<file path="src/rtl/jtexterm_rom_arb_if.sv">
// Signal bundle between the Exterm ROM requesters, the ROM arbiter and one SDRAM bank read port.
// The arbiter takes the slave view; the ROM/SDRAM side (or a bench) takes the master view.
interface jtexterm_rom_arb_if;
  logic        downloading;

  logic        main_cs;
  logic [16:0] main_addr;
  logic [7:0]  main_data;
  logic        main_ok;

  logic        sub_cs;
  logic [15:0] sub_addr;
  logic [7:0]  sub_data;
  logic        sub_ok;

  logic        gfx_cs;
  logic [19:0] gfx_addr;
  logic [31:0] gfx_data;
  logic        gfx_ok;

  logic [21:0] ba_addr;
  logic        ba_rd;
  logic        ba_ack;
  logic        ba_dok;
  logic        ba_rdy;
  logic [15:0] data_read;

  modport slave (
    input  downloading,
    input  main_cs, main_addr, sub_cs, sub_addr, gfx_cs, gfx_addr,
    input  ba_ack, ba_dok, ba_rdy, data_read,
    output main_data, main_ok, sub_data, sub_ok, gfx_data, gfx_ok,
    output ba_addr, ba_rd
  );

  modport master (
    output downloading,
    output main_cs, main_addr, sub_cs, sub_addr, gfx_cs, gfx_addr,
    output ba_ack, ba_dok, ba_rdy, data_read,
    input  main_data, main_ok, sub_data, sub_ok, gfx_data, gfx_ok,
    input  ba_addr, ba_rd
  );
endinterface

</file>
<file path="src/rtl/jtexterm_rom_arb.sv">
// Round-robin arbiter sharing one SDRAM bank read port between main, sub and gfx ROM requesters.
// Each requester keeps a one-word tag, so repeated reads of the same SDRAM word hit without an access.
module jtexterm_rom_arb #(
  parameter logic [21:0] MAIN_OFFSET = 22'h0,
  parameter logic [21:0] SUB_OFFSET  = 22'h10000,
  parameter logic [21:0] GFX_OFFSET  = 22'h20000
) (
  input  logic                clk,
  input  logic                rstn,
  jtexterm_rom_arb_if.slave   bus
);

  localparam int NREQ = 3;

  typedef enum logic [1:0] {IDLE, WAIT_ACK, WAIT_DATA} state_t;

  state_t      r_state, w_state_next;
  logic [21:0] r_tag [NREQ];
  logic [NREQ-1:0] r_tag_valid;
  logic [15:0] r_main_word;
  logic [15:0] r_sub_word;
  logic [31:0] r_gfx_word;
  logic [1:0]  r_grant;
  logic [1:0]  r_rr_next;
  logic        r_word_cnt;
  logic        r_ba_rd;
  logic [21:0] r_ba_addr;

  logic [21:0]     w_addr [NREQ];
  logic [NREQ-1:0] w_cs;
  logic [NREQ-1:0] w_hit;
  logic [NREQ-1:0] w_miss;
  logic            w_grant_en;
  logic [1:0]      w_grant_idx;
  logic            w_grant_fire;
  logic            w_ack_fire;
  logic            w_dok_fire;
  logic            w_rdy_fire;

  // Requester index reached by stepping 'step' places forward in main -> sub -> gfx order.
  function automatic logic [1:0] rr_idx(input logic [1:0] base, input logic [1:0] step);
    logic [2:0] s;
    s = {1'b0, base} + {1'b0, step};
    if (s >= 3'd3) s = s - 3'd3;
    return s[1:0];
  endfunction

  assign w_addr[0] = {6'd0, bus.main_addr[16:1]} + MAIN_OFFSET;
  assign w_addr[1] = {7'd0, bus.sub_addr[15:1]} + SUB_OFFSET;
  assign w_addr[2] = {1'b0, bus.gfx_addr, 1'b0} + GFX_OFFSET;
  assign w_cs      = {bus.gfx_cs, bus.sub_cs, bus.main_cs};

  genvar gi;
  generate
    for (gi = 0; gi < NREQ; gi++) begin : g_req
      assign w_hit[gi]  = w_cs[gi] & r_tag_valid[gi] & (r_tag[gi] == w_addr[gi]);
      assign w_miss[gi] = w_cs[gi] & ~w_hit[gi];
    end
  endgenerate

  // Scan farthest-first so the nearest missing requester after the pointer wins.
  always_comb begin
    w_grant_en  = 1'b0;
    w_grant_idx = r_rr_next;
    for (int k = NREQ - 1; k >= 0; k--) begin
      if (w_miss[rr_idx(r_rr_next, 2'(k))]) begin
        w_grant_en  = 1'b1;
        w_grant_idx = rr_idx(r_rr_next, 2'(k));
      end
    end
  end

  always_comb begin
    w_state_next = r_state;
    w_grant_fire = 1'b0;
    w_ack_fire   = 1'b0;
    w_dok_fire   = 1'b0;
    w_rdy_fire   = 1'b0;
    if (bus.downloading) begin
      w_state_next = IDLE;
    end else begin
      case (r_state)
        IDLE: begin
          if (w_grant_en) begin
            w_grant_fire = 1'b1;
            w_state_next = WAIT_ACK;
          end
        end
        WAIT_ACK: begin
          if (bus.ba_ack) begin
            w_ack_fire   = 1'b1;
            w_state_next = WAIT_DATA;
          end
        end
        WAIT_DATA: begin
          w_dok_fire = bus.ba_dok;
          if (bus.ba_rdy) begin
            w_rdy_fire   = 1'b1;
            w_state_next = IDLE;
          end
        end
        default: w_state_next = IDLE;
      endcase
    end
  end

  always_ff @(posedge clk or negedge rstn) begin
    if (!rstn) begin
      r_state     <= IDLE;
      r_tag_valid <= '0;
      r_main_word <= '0;
      r_sub_word  <= '0;
      r_gfx_word  <= '0;
      r_grant     <= 2'd0;
      r_rr_next   <= 2'd0;
      r_word_cnt  <= 1'b0;
      r_ba_rd     <= 1'b0;
      r_ba_addr   <= '0;
      for (int i = 0; i < NREQ; i++) r_tag[i] <= '0;
    end else begin
      r_state <= w_state_next;
      if (bus.downloading) begin
        r_ba_rd     <= 1'b0;
        r_tag_valid <= '0;
      end else begin
        // r_ba_addr doubles as the captured word address written into the tag on completion.
        if (w_grant_fire) begin
          r_grant                  <= w_grant_idx;
          r_ba_addr                <= w_addr[w_grant_idx];
          r_ba_rd                  <= 1'b1;
          r_tag_valid[w_grant_idx] <= 1'b0;
          r_word_cnt               <= 1'b0;
          r_rr_next                <= rr_idx(w_grant_idx, 2'd1);
        end
        if (w_ack_fire) r_ba_rd <= 1'b0;
        if (w_dok_fire) begin
          case (r_grant)
            2'd0:    r_main_word <= bus.data_read;
            2'd1:    r_sub_word  <= bus.data_read;
            default: begin
              if (r_word_cnt) r_gfx_word[31:16] <= bus.data_read;
              else            r_gfx_word[15:0]  <= bus.data_read;
              r_word_cnt <= 1'b1;
            end
          endcase
        end
        if (w_rdy_fire) begin
          r_tag[r_grant]       <= r_ba_addr;
          r_tag_valid[r_grant] <= 1'b1;
        end
      end
    end
  end

  assign bus.main_ok   = w_hit[0];
  assign bus.sub_ok    = w_hit[1];
  assign bus.gfx_ok    = w_hit[2];
  assign bus.main_data = bus.main_addr[0] ? r_main_word[15:8] : r_main_word[7:0];
  assign bus.sub_data  = bus.sub_addr[0]  ? r_sub_word[15:8]  : r_sub_word[7:0];
  assign bus.gfx_data  = r_gfx_word;
  assign bus.ba_addr   = r_ba_addr;
  assign bus.ba_rd     = r_ba_rd;

endmodule

</file>
<file path="src/flat_wrapper.sv">
// flat-port wrapper written by rule: the top's interface ports become plain ports
module jtexterm_rom_arb_flat 
#(
  parameter logic [21:0] MAIN_OFFSET = 22'h0,
  parameter logic [21:0] SUB_OFFSET  = 22'h10000,
  parameter logic [21:0] GFX_OFFSET  = 22'h20000
)
  (clk, rstn, bus_downloading, bus_main_cs, bus_main_addr, bus_sub_cs, bus_sub_addr, bus_gfx_cs, bus_gfx_addr, bus_ba_ack, bus_ba_dok, bus_ba_rdy, bus_data_read, bus_main_data, bus_main_ok, bus_sub_data, bus_sub_ok, bus_gfx_data, bus_gfx_ok, bus_ba_addr, bus_ba_rd);
  jtexterm_rom_arb_if bus_i ();
  input  logic clk;
  input  logic rstn;
  input wire logic [$bits(bus_i.downloading)-1:0] bus_downloading;
  input wire logic [$bits(bus_i.main_cs)-1:0] bus_main_cs;
  input wire logic [$bits(bus_i.main_addr)-1:0] bus_main_addr;
  input wire logic [$bits(bus_i.sub_cs)-1:0] bus_sub_cs;
  input wire logic [$bits(bus_i.sub_addr)-1:0] bus_sub_addr;
  input wire logic [$bits(bus_i.gfx_cs)-1:0] bus_gfx_cs;
  input wire logic [$bits(bus_i.gfx_addr)-1:0] bus_gfx_addr;
  input wire logic [$bits(bus_i.ba_ack)-1:0] bus_ba_ack;
  input wire logic [$bits(bus_i.ba_dok)-1:0] bus_ba_dok;
  input wire logic [$bits(bus_i.ba_rdy)-1:0] bus_ba_rdy;
  input wire logic [$bits(bus_i.data_read)-1:0] bus_data_read;
  output wire logic [$bits(bus_i.main_data)-1:0] bus_main_data;
  output wire logic [$bits(bus_i.main_ok)-1:0] bus_main_ok;
  output wire logic [$bits(bus_i.sub_data)-1:0] bus_sub_data;
  output wire logic [$bits(bus_i.sub_ok)-1:0] bus_sub_ok;
  output wire logic [$bits(bus_i.gfx_data)-1:0] bus_gfx_data;
  output wire logic [$bits(bus_i.gfx_ok)-1:0] bus_gfx_ok;
  output wire logic [$bits(bus_i.ba_addr)-1:0] bus_ba_addr;
  output wire logic [$bits(bus_i.ba_rd)-1:0] bus_ba_rd;
  assign bus_i.downloading = bus_downloading;
  assign bus_i.main_cs = bus_main_cs;
  assign bus_i.main_addr = bus_main_addr;
  assign bus_i.sub_cs = bus_sub_cs;
  assign bus_i.sub_addr = bus_sub_addr;
  assign bus_i.gfx_cs = bus_gfx_cs;
  assign bus_i.gfx_addr = bus_gfx_addr;
  assign bus_i.ba_ack = bus_ba_ack;
  assign bus_i.ba_dok = bus_ba_dok;
  assign bus_i.ba_rdy = bus_ba_rdy;
  assign bus_i.data_read = bus_data_read;
  assign bus_main_data = bus_i.main_data;
  assign bus_main_ok = bus_i.main_ok;
  assign bus_sub_data = bus_i.sub_data;
  assign bus_sub_ok = bus_i.sub_ok;
  assign bus_gfx_data = bus_i.gfx_data;
  assign bus_gfx_ok = bus_i.gfx_ok;
  assign bus_ba_addr = bus_i.ba_addr;
  assign bus_ba_rd = bus_i.ba_rd;
  jtexterm_rom_arb #(.MAIN_OFFSET(MAIN_OFFSET), .SUB_OFFSET(SUB_OFFSET), .GFX_OFFSET(GFX_OFFSET)) u_core (.clk(clk), .rstn(rstn), .bus(bus_i));
endmodule
</file>
<file path="config.mk">
export PLATFORM = sky130hd
export DESIGN_NAME = jtexterm_rom_arb_flat
export DESIGN_NICKNAME = d
export VERILOG_FILES = /design/src/rtl/jtexterm_rom_arb_if.sv /design/src/rtl/jtexterm_rom_arb.sv /design/src/flat_wrapper.sv
export SDC_FILE = /design/constraint.sdc
export NUM_CORES = 1
export LEC_CHECK = 0
export CAP_MARGIN = 20
export CORE_MARGIN = 8
export CORE_UTILIZATION = 54
export CTS_BUF_LIST = sky130_fd_sc_hd__clkbuf_4 sky130_fd_sc_hd__clkbuf_8
export DETAILED_ROUTE_END_ITERATION = 7
export GPL_TIMING_DRIVEN = 0
export HOLD_SLACK_MARGIN = 0.02
export PLACE_DENSITY = 0.83
export SETUP_SLACK_MARGIN = 0.3
export SYNTH_ARGS = -nofsm -noshare
export SYNTH_HDL_FRONTEND = slang
export SYNTH_SLANG_ARGS = --single-unit
</file>
<file path="constraint.sdc">
create_clock -name clk -period 3.6 [get_ports clk]
set_input_delay 0.9 -clock clk [delete_from_list [all_inputs] [get_ports clk]]
set_output_delay 0.9 -clock clk [all_outputs]
set_load 0.01 [all_outputs]
</file>
* Yosys cells after proc, flatten, opt, wreduce, memory -nomap -nowiden *
Cells that the tools add are included.

word-level totals
  output and inout port bits = 74
  bits in read-only memories = 0
  memories = 0
  memory bits (writable) = 0
  logic and storage cells = 134
  latch bits = 0
  flip-flop bits (word level) = 163

cells by class
  equal/unequal tests = 9
  shift-type cells = 0
  magnitude comparators = 14
  reductions and logical operators = 14
  div/mod/pow operators = 0
  add/sub/neg operators = 9
  bitwise operators = 20
  mux-type cells = 54
  $mul = 0

operators by type and width
  operator                                                                      number
  66-bit bitwise mux                                                            1
  22-bit 2-to-1 mux                                                             3
  22-bit binary-select mux with 2-bit select                                    1
  22-bit demux with 2-bit select                                                1
  22-bit equality test                                                          2
  1-bit 2-to-1 mux                                                              25
  21-bit by 18-bit adder with 22-bit output, second input constant              1
  22-bit by 16-bit equality test with 1-bit output                              1
  2-bit 2-to-1 mux                                                              11
  15-bit by 17-bit adder with 18-bit output, second input constant              1
  8-bit 2-to-1 mux                                                              2
  2-bit by 3-bit less-than comparator with 1-bit output, second input constant  5
  3-bit 2-to-1 mux                                                              4
  1-bit AND                                                                     9
  3-bit by 2-bit >= comparator with 1-bit output, second input constant         3
  3-bit AND reduction                                                           3
  4-bit AND reduction                                                           2
  2-bit subtractor, second input constant                                       4
  2-bit by 1-bit adder with 3-bit output, second input constant                 2
  1-bit binary-select mux with 2-bit select                                     3
  3-bit >= comparator, second input constant                                    2
  3-bit inequality test, second input constant                                  2
  1-bit inverter                                                                6
  2-bit inverter with 3-bit output                                              2
  other kinds (17)                                                              24

* Logic depth before layout (Yosys ltp) *
  word-level depth = 21
  mapped depth = 17
  depth with buffers taken out = 14

* Worst setup path after synthesis *
OpenSTA, ideal clock, no wires.

  path kind = input-to-reg
  start point = input port bus_gfx_addr[16]
  end point = register u_core.r_tag_valid[1]
  required time = 3458 ps
  slack = 17 ps
  stages = 15
  data arrival time = 3441 ps
  path through = ha_1 > xor2_1 > nor4_1 > nand4_1 > nor4_2 > a2111oi_2 > a221o_1 > or2_1 > buf_6 > inv_6 > buf_6 > ha_1 > inv_1 > o21ai_1 > a21oi_1

between the ends
  cells in the longest elaborated chain, start to end = 21

RTL lines
  element                                      line                     source
  start, declared                              flat_wrapper.sv:18       input wire logic [$bits(bus_i.gfx_addr)-1:0] bus_gfx_addr;
  21-bit by 18-bit adder with 22-bit output *  jtexterm_rom_arb.sv:50   assign w_addr[2] = {1'b0, bus.gfx_addr, 1'b0} + GFX_OFFSET;
  22-bit equality test *                       jtexterm_rom_arb.sv:56   assign w_hit[gi] = w_cs[gi] & r_tag_valid[gi] & (r_tag[gi] == w_addr[gi]);
  1-bit AND *                                  jtexterm_rom_arb.sv:56
  named net bus_gfx_ok                         flat_wrapper.sv:28       output wire logic [$bits(bus_i.gfx_ok)-1:0] bus_gfx_ok;
  1-bit inverter *                             jtexterm_rom_arb.sv:57   assign w_miss[gi] = w_cs[gi] & ~w_hit[gi];
  1-bit AND *                                  jtexterm_rom_arb.sv:57
  1-bit binary-select mux with 2-bit select    jtexterm_rom_arb.sv:66   if (w_miss[rr_idx(r_rr_next, 2'(k))]) begin
  1-bit 2-to-1 mux (implied by the code)       jtexterm_rom_arb.sv:66
  [3 not listed]                               --
  named net u_core.w_grant_idx[0]              jtexterm_rom_arb.sv:34   logic [1:0] w_grant_idx;
  [3 not listed]                               --
  1-bit demux with 2-bit select *              --
  3-bit inverter (no source line) *            --
  3-bit AND (no source line) *                 --
  3-bit 2-to-1 mux *                           jtexterm_rom_arb.sv:127  if (w_grant_fire) begin
  3-bit 2-to-1 mux *                           jtexterm_rom_arb.sv:122  if (bus.downloading) begin
  3-bit bitwise OR (no source line)            --
  3-bit 2-to-1 mux *                           jtexterm_rom_arb.sv:147  if (w_rdy_fire) begin
  3-bit 2-to-1 mux *                           jtexterm_rom_arb.sv:122
  end signal, assigned                         jtexterm_rom_arb.sv:124  r_tag_valid <= '0;
  end signal, assigned by index                jtexterm_rom_arb.sv:131  r_tag_valid[w_grant_idx] <= 1'b0;
  end signal, assigned by index                jtexterm_rom_arb.sv:149  r_tag_valid[r_grant] <= 1'b1;
  end, declared                                jtexterm_rom_arb.sv:19   logic [NREQ-1:0] r_tag_valid;

Mark *: on every way through the listed nets, which the timed path passes. The rest lies on a longest branch. The select of a mux whose other input is x is not followed.
A chain may end at the register's enable or synchronous reset.

* Final worst setup path *
  start point = input port bus_gfx_addr[17]
  end point = output port bus_gfx_ok

between the ends
  cells in the longest elaborated chain, start to end = 3

RTL lines
  element                                    line
  21-bit by 18-bit adder with 22-bit output  jtexterm_rom_arb.sv:50
  22-bit equality test                       jtexterm_rom_arb.sv:56
  1-bit AND                                  jtexterm_rom_arb.sv:56
  end, declared                              flat_wrapper.sv:28

No other way between the ends.

==> results <==
==> sequential cells by signal, indices dropped and copies added, names as in the netlist <==
name	flops
u_core.r_main_word	16
u_core.bus.ba_addr	22
u_core.r_grant	2
u_core.r_rr_next	2
u_core.r_state	2
u_core.bus.ba_rd	1
u_core.r_sub_word	16
u_core.r_tag	66
u_core.bus.gfx_data	32
u_core.r_tag_valid	3
u_core.r_word_cnt	1
==> how the worst max path moves through the flow <==
stage / to / slack, ns / cells past startpoint
2_1_floorplan: u_core.r_tag_valid[1] / 0.25 / 14
3_3_place_gp: u_core.bus.gfx_data[0] / -4.65 / 1
3_5_place_dp: u_core.r_tag_valid[1] / -0.84 / 15
4_1_cts: bus_main_ok / 0.27 / 5
5_1_grt: u_core.r_rr_next[0] / 0.23 / 14
6_report: bus_gfx_ok / 0.32 / 8
==> layer usage <==
layer | global-route usage (%) | up-vias | wire (um)
li1 | - | 2539 | -
met1 | 30.9 | 3083 | 8970
met2 | 44.3 | 338 | 12000
met3 | 6.65 | 78 | 1830
met4 | 11.2 | 0 | 894
met5 | 0 | - | 0
==> synth_stat cells (all sizes together) (3+ instances only) <==
cell	n	area share [%]
inv	11	0.61
a31oi	32	2.6
ha	6	0.99
nor2	32	1.6
clkbuf	16	0.79
a21oi	5	0.33
nor4	13	1.2
xnor2	12	1.4
a211oi	4	0.46
o31ai	5	0.56
nand3	35	2.3
o21ai	13	0.91
xor2	40	4.6
dfrtp	163	54
buf	15	1.6
a21o	3	0.30
nand2b	5	0.41
nand2	25	1.2
mux2	145	21
nor3	6	0.40
==> power breakdown <==
part / internal (mW) / switching (mW) / leakage (nW)
clock network: 0.738 / 0.635 / 0.207
registers: 2.36 / 0.492 / 2.18
logic: 1.52 / 1.52 / 2.45
==> stage by stage <==
stage	total power, mW	util [%]
2_1_floorplan	4.19	-
3_3_place_gp	5.24	67.5
3_5_place_dp	5.37	67.8
4_1_cts	7.02	73.0
5_1_grt	7.54	74.3
6_report	7.26	74.3
==> worst max-delay path, delay by kind of cell <==
kind / cells / cell delay (ns)
and+or+nand+nor: 3 / 0.70
buffers and inverters: 3 / 0.36
adders and majority gates: 1 / 0.25
xor gates and xnor gates: 1 / 0.16
==> kinds of logic (layout without fill, tap and decap cells) <==
logic type | after synthesis | in the layout
flops | 163 | 163
mux | 146 | 146
simple gates | 129 | 129
compound gates | 70 | 70
xor+xnor | 52 | 52
buf+inv | 42 | 239
fa+ha+maj | 6 | 6
==> cell type report <==
cell class                      count  area [um^2]  share of cell area, %
Inverter                           11         48.8                  0.475
Buffer                             31          206                   2.01
Tap cell                          180          225                   2.19
Multi-Input combinational cell    403         3730                   36.3
Clock buffer                       22          290                   2.83
Timing Repair Buffer              169         1590                   15.5
Sequential cell                   163         4080                   39.7
Clock inverter                      6          105                   1.02
==> repair_timing <==
item                                    in CTS  in global routing
buffers inserted                            16                  3
endpoints found under the setup margin      33                 33
resized for setup                          115                 77
pin swaps                                   34                 27
==> impl_results.md <==
* Nets at about 900
* Max-Cap Viols at 0
* CP endpoint kind: primary output
* Leak at 4.83 nW
* Inst Count DP at 938
* Crit Path Category: input port to primary output
* PortBufs at 148
* Via-to-Cell Ratio at 6.13
* Setup Skew at between 0.01 and 0.015 ns
* Final Critical Period at 3.28 ns
* Initial Util at 54.9%
* Final non-filler cell total at between 900 and 1000
* RR Endpoint: u_core.r_rr_next[0]
* 1st-iter DRT viols at 599
* Pre-antenna DRT Iters at 5
* Post-synthesis adder-cell area fraction at 0.988%
* Slowest-stage cell, CP: ha_4
* Root Driver: clkbuf_8
* Yosys cell types at 45
* IR drop worst, VDD at 0.398 mV
* Largest net degree at the start of global routing at 84
* Cell area after placement at approximately 9400 um^2
* Fmax at 305 MHz
* Cts bufs inserted at 17
* Routed Wire Length at approximately 24 mm
* Die Ht at 135 um
* # fillers at around 800
* Die W at ~130 um
* First-pass GRT wire length at 36.3 mm
* Worst-Skew Late Latency at 0.47 ns
* Critical Path Start Type: input port
* DRC errors left at 0
* Detailed Place HPWL at around 16 mm
* Fin. max-slew vios at 0
* Routed length per placed instance at 24.0 um
* Initial antenna violation count at 0
* Synth Register Bits at 163
* Syn_nets at 692
* Die area at between 15000 and 20000 um^2
* Reg2reg start: u_core.r_rr_next[0]
* Fin crit share at about nine tenths
* CTS Hold Bufs at 0
* Worst Path Required at 2.70 ns
* Synth Flop Type: dfrtp_1
* CORE AREA at between 10000 and 15000 um^2
* Number of flops mapped to enable cells by yosys at 0
* Slack of the critical path at 0.319 ns
* Row cnt at 43
* Worst slew margin at 45.1%
* Worst-path fanout max at 2
* Htree depth at 4
* IO Count at 152
* Cell Chain, Critical Path: buf_6, ha_4, xor2_4, nor4_2, nand4_1, nor4_4, buf_4, buf_6
* Synth Area in Compound Gates at 6.29%
* XOR/XNOR Fraction of Synth Area at between 5 and 6%
* Clk buf depth at 2
* Mux cell area share after synthesis at 21.6%
* Count of final setup violators at 0
* Cell area after synthesis at 7600 um^2
* Synth warnings at 0
* Worst Setup SP: bus_gfx_addr[17]
* Ys async rst share at 100%
* Worst Tran Pin Value at 0.823 ns
* Layout cells sized above 1 at between 30% and 40%
* Diode count at 0
* Critical Path Max Stage Delay at 0.25 ns
* Most frequent cells in the layout: 163 x dfrtp_1, 145 x mux2_2, 95 x clkdlybuf4s50_1
* Hold Crit Class: input port to async pin
* Area grow syn2layout at 35.3%
* Final instance area at 10300 um^2
* Worst Reg-to-Reg Cells at 13
* Pwr dens at 707 nW/um^2
* Outcome: finished clean
* Synth Area in Simple Gates at approximately 8.4%
* Arr. time, crit path at 2.38 ns
* Mean area per synthesized cell at between 10 and 15 um^2
* Total track usage at between 20% and 30%
* Register-to-Register Setup Slack at 0.40 ns
* Routed via count at 6038
* Main combinational cell family by area after synthesis: multiplexers
* Sequential area share after synthesis at 53.7%
* Crit path top cell by count: buf_6
* Hold WS at ~0.47 ns
* RePlAce Congestion at 0.917
* Post-route setup TNS at 0 ns
* Remaining antenna violation count at 0
* Commonest non-fill, non-tap cell in the layout: dfrtp_1
* Worst-path clk slew at roughly 0.080 ns
* Vias in the first global route at 6474
* CTS Sinks at approximately 160
* GRT overflow at 0
* Cells after synthesis at 608
* Final Hold Violating Endpoints at 0
* Dpl ws at -0.843 ns
* TritonCTS clock tree: done
* RSZ-0062 raised after global routing: yes
No activity file was read; power rests on OpenSTA's default activity.
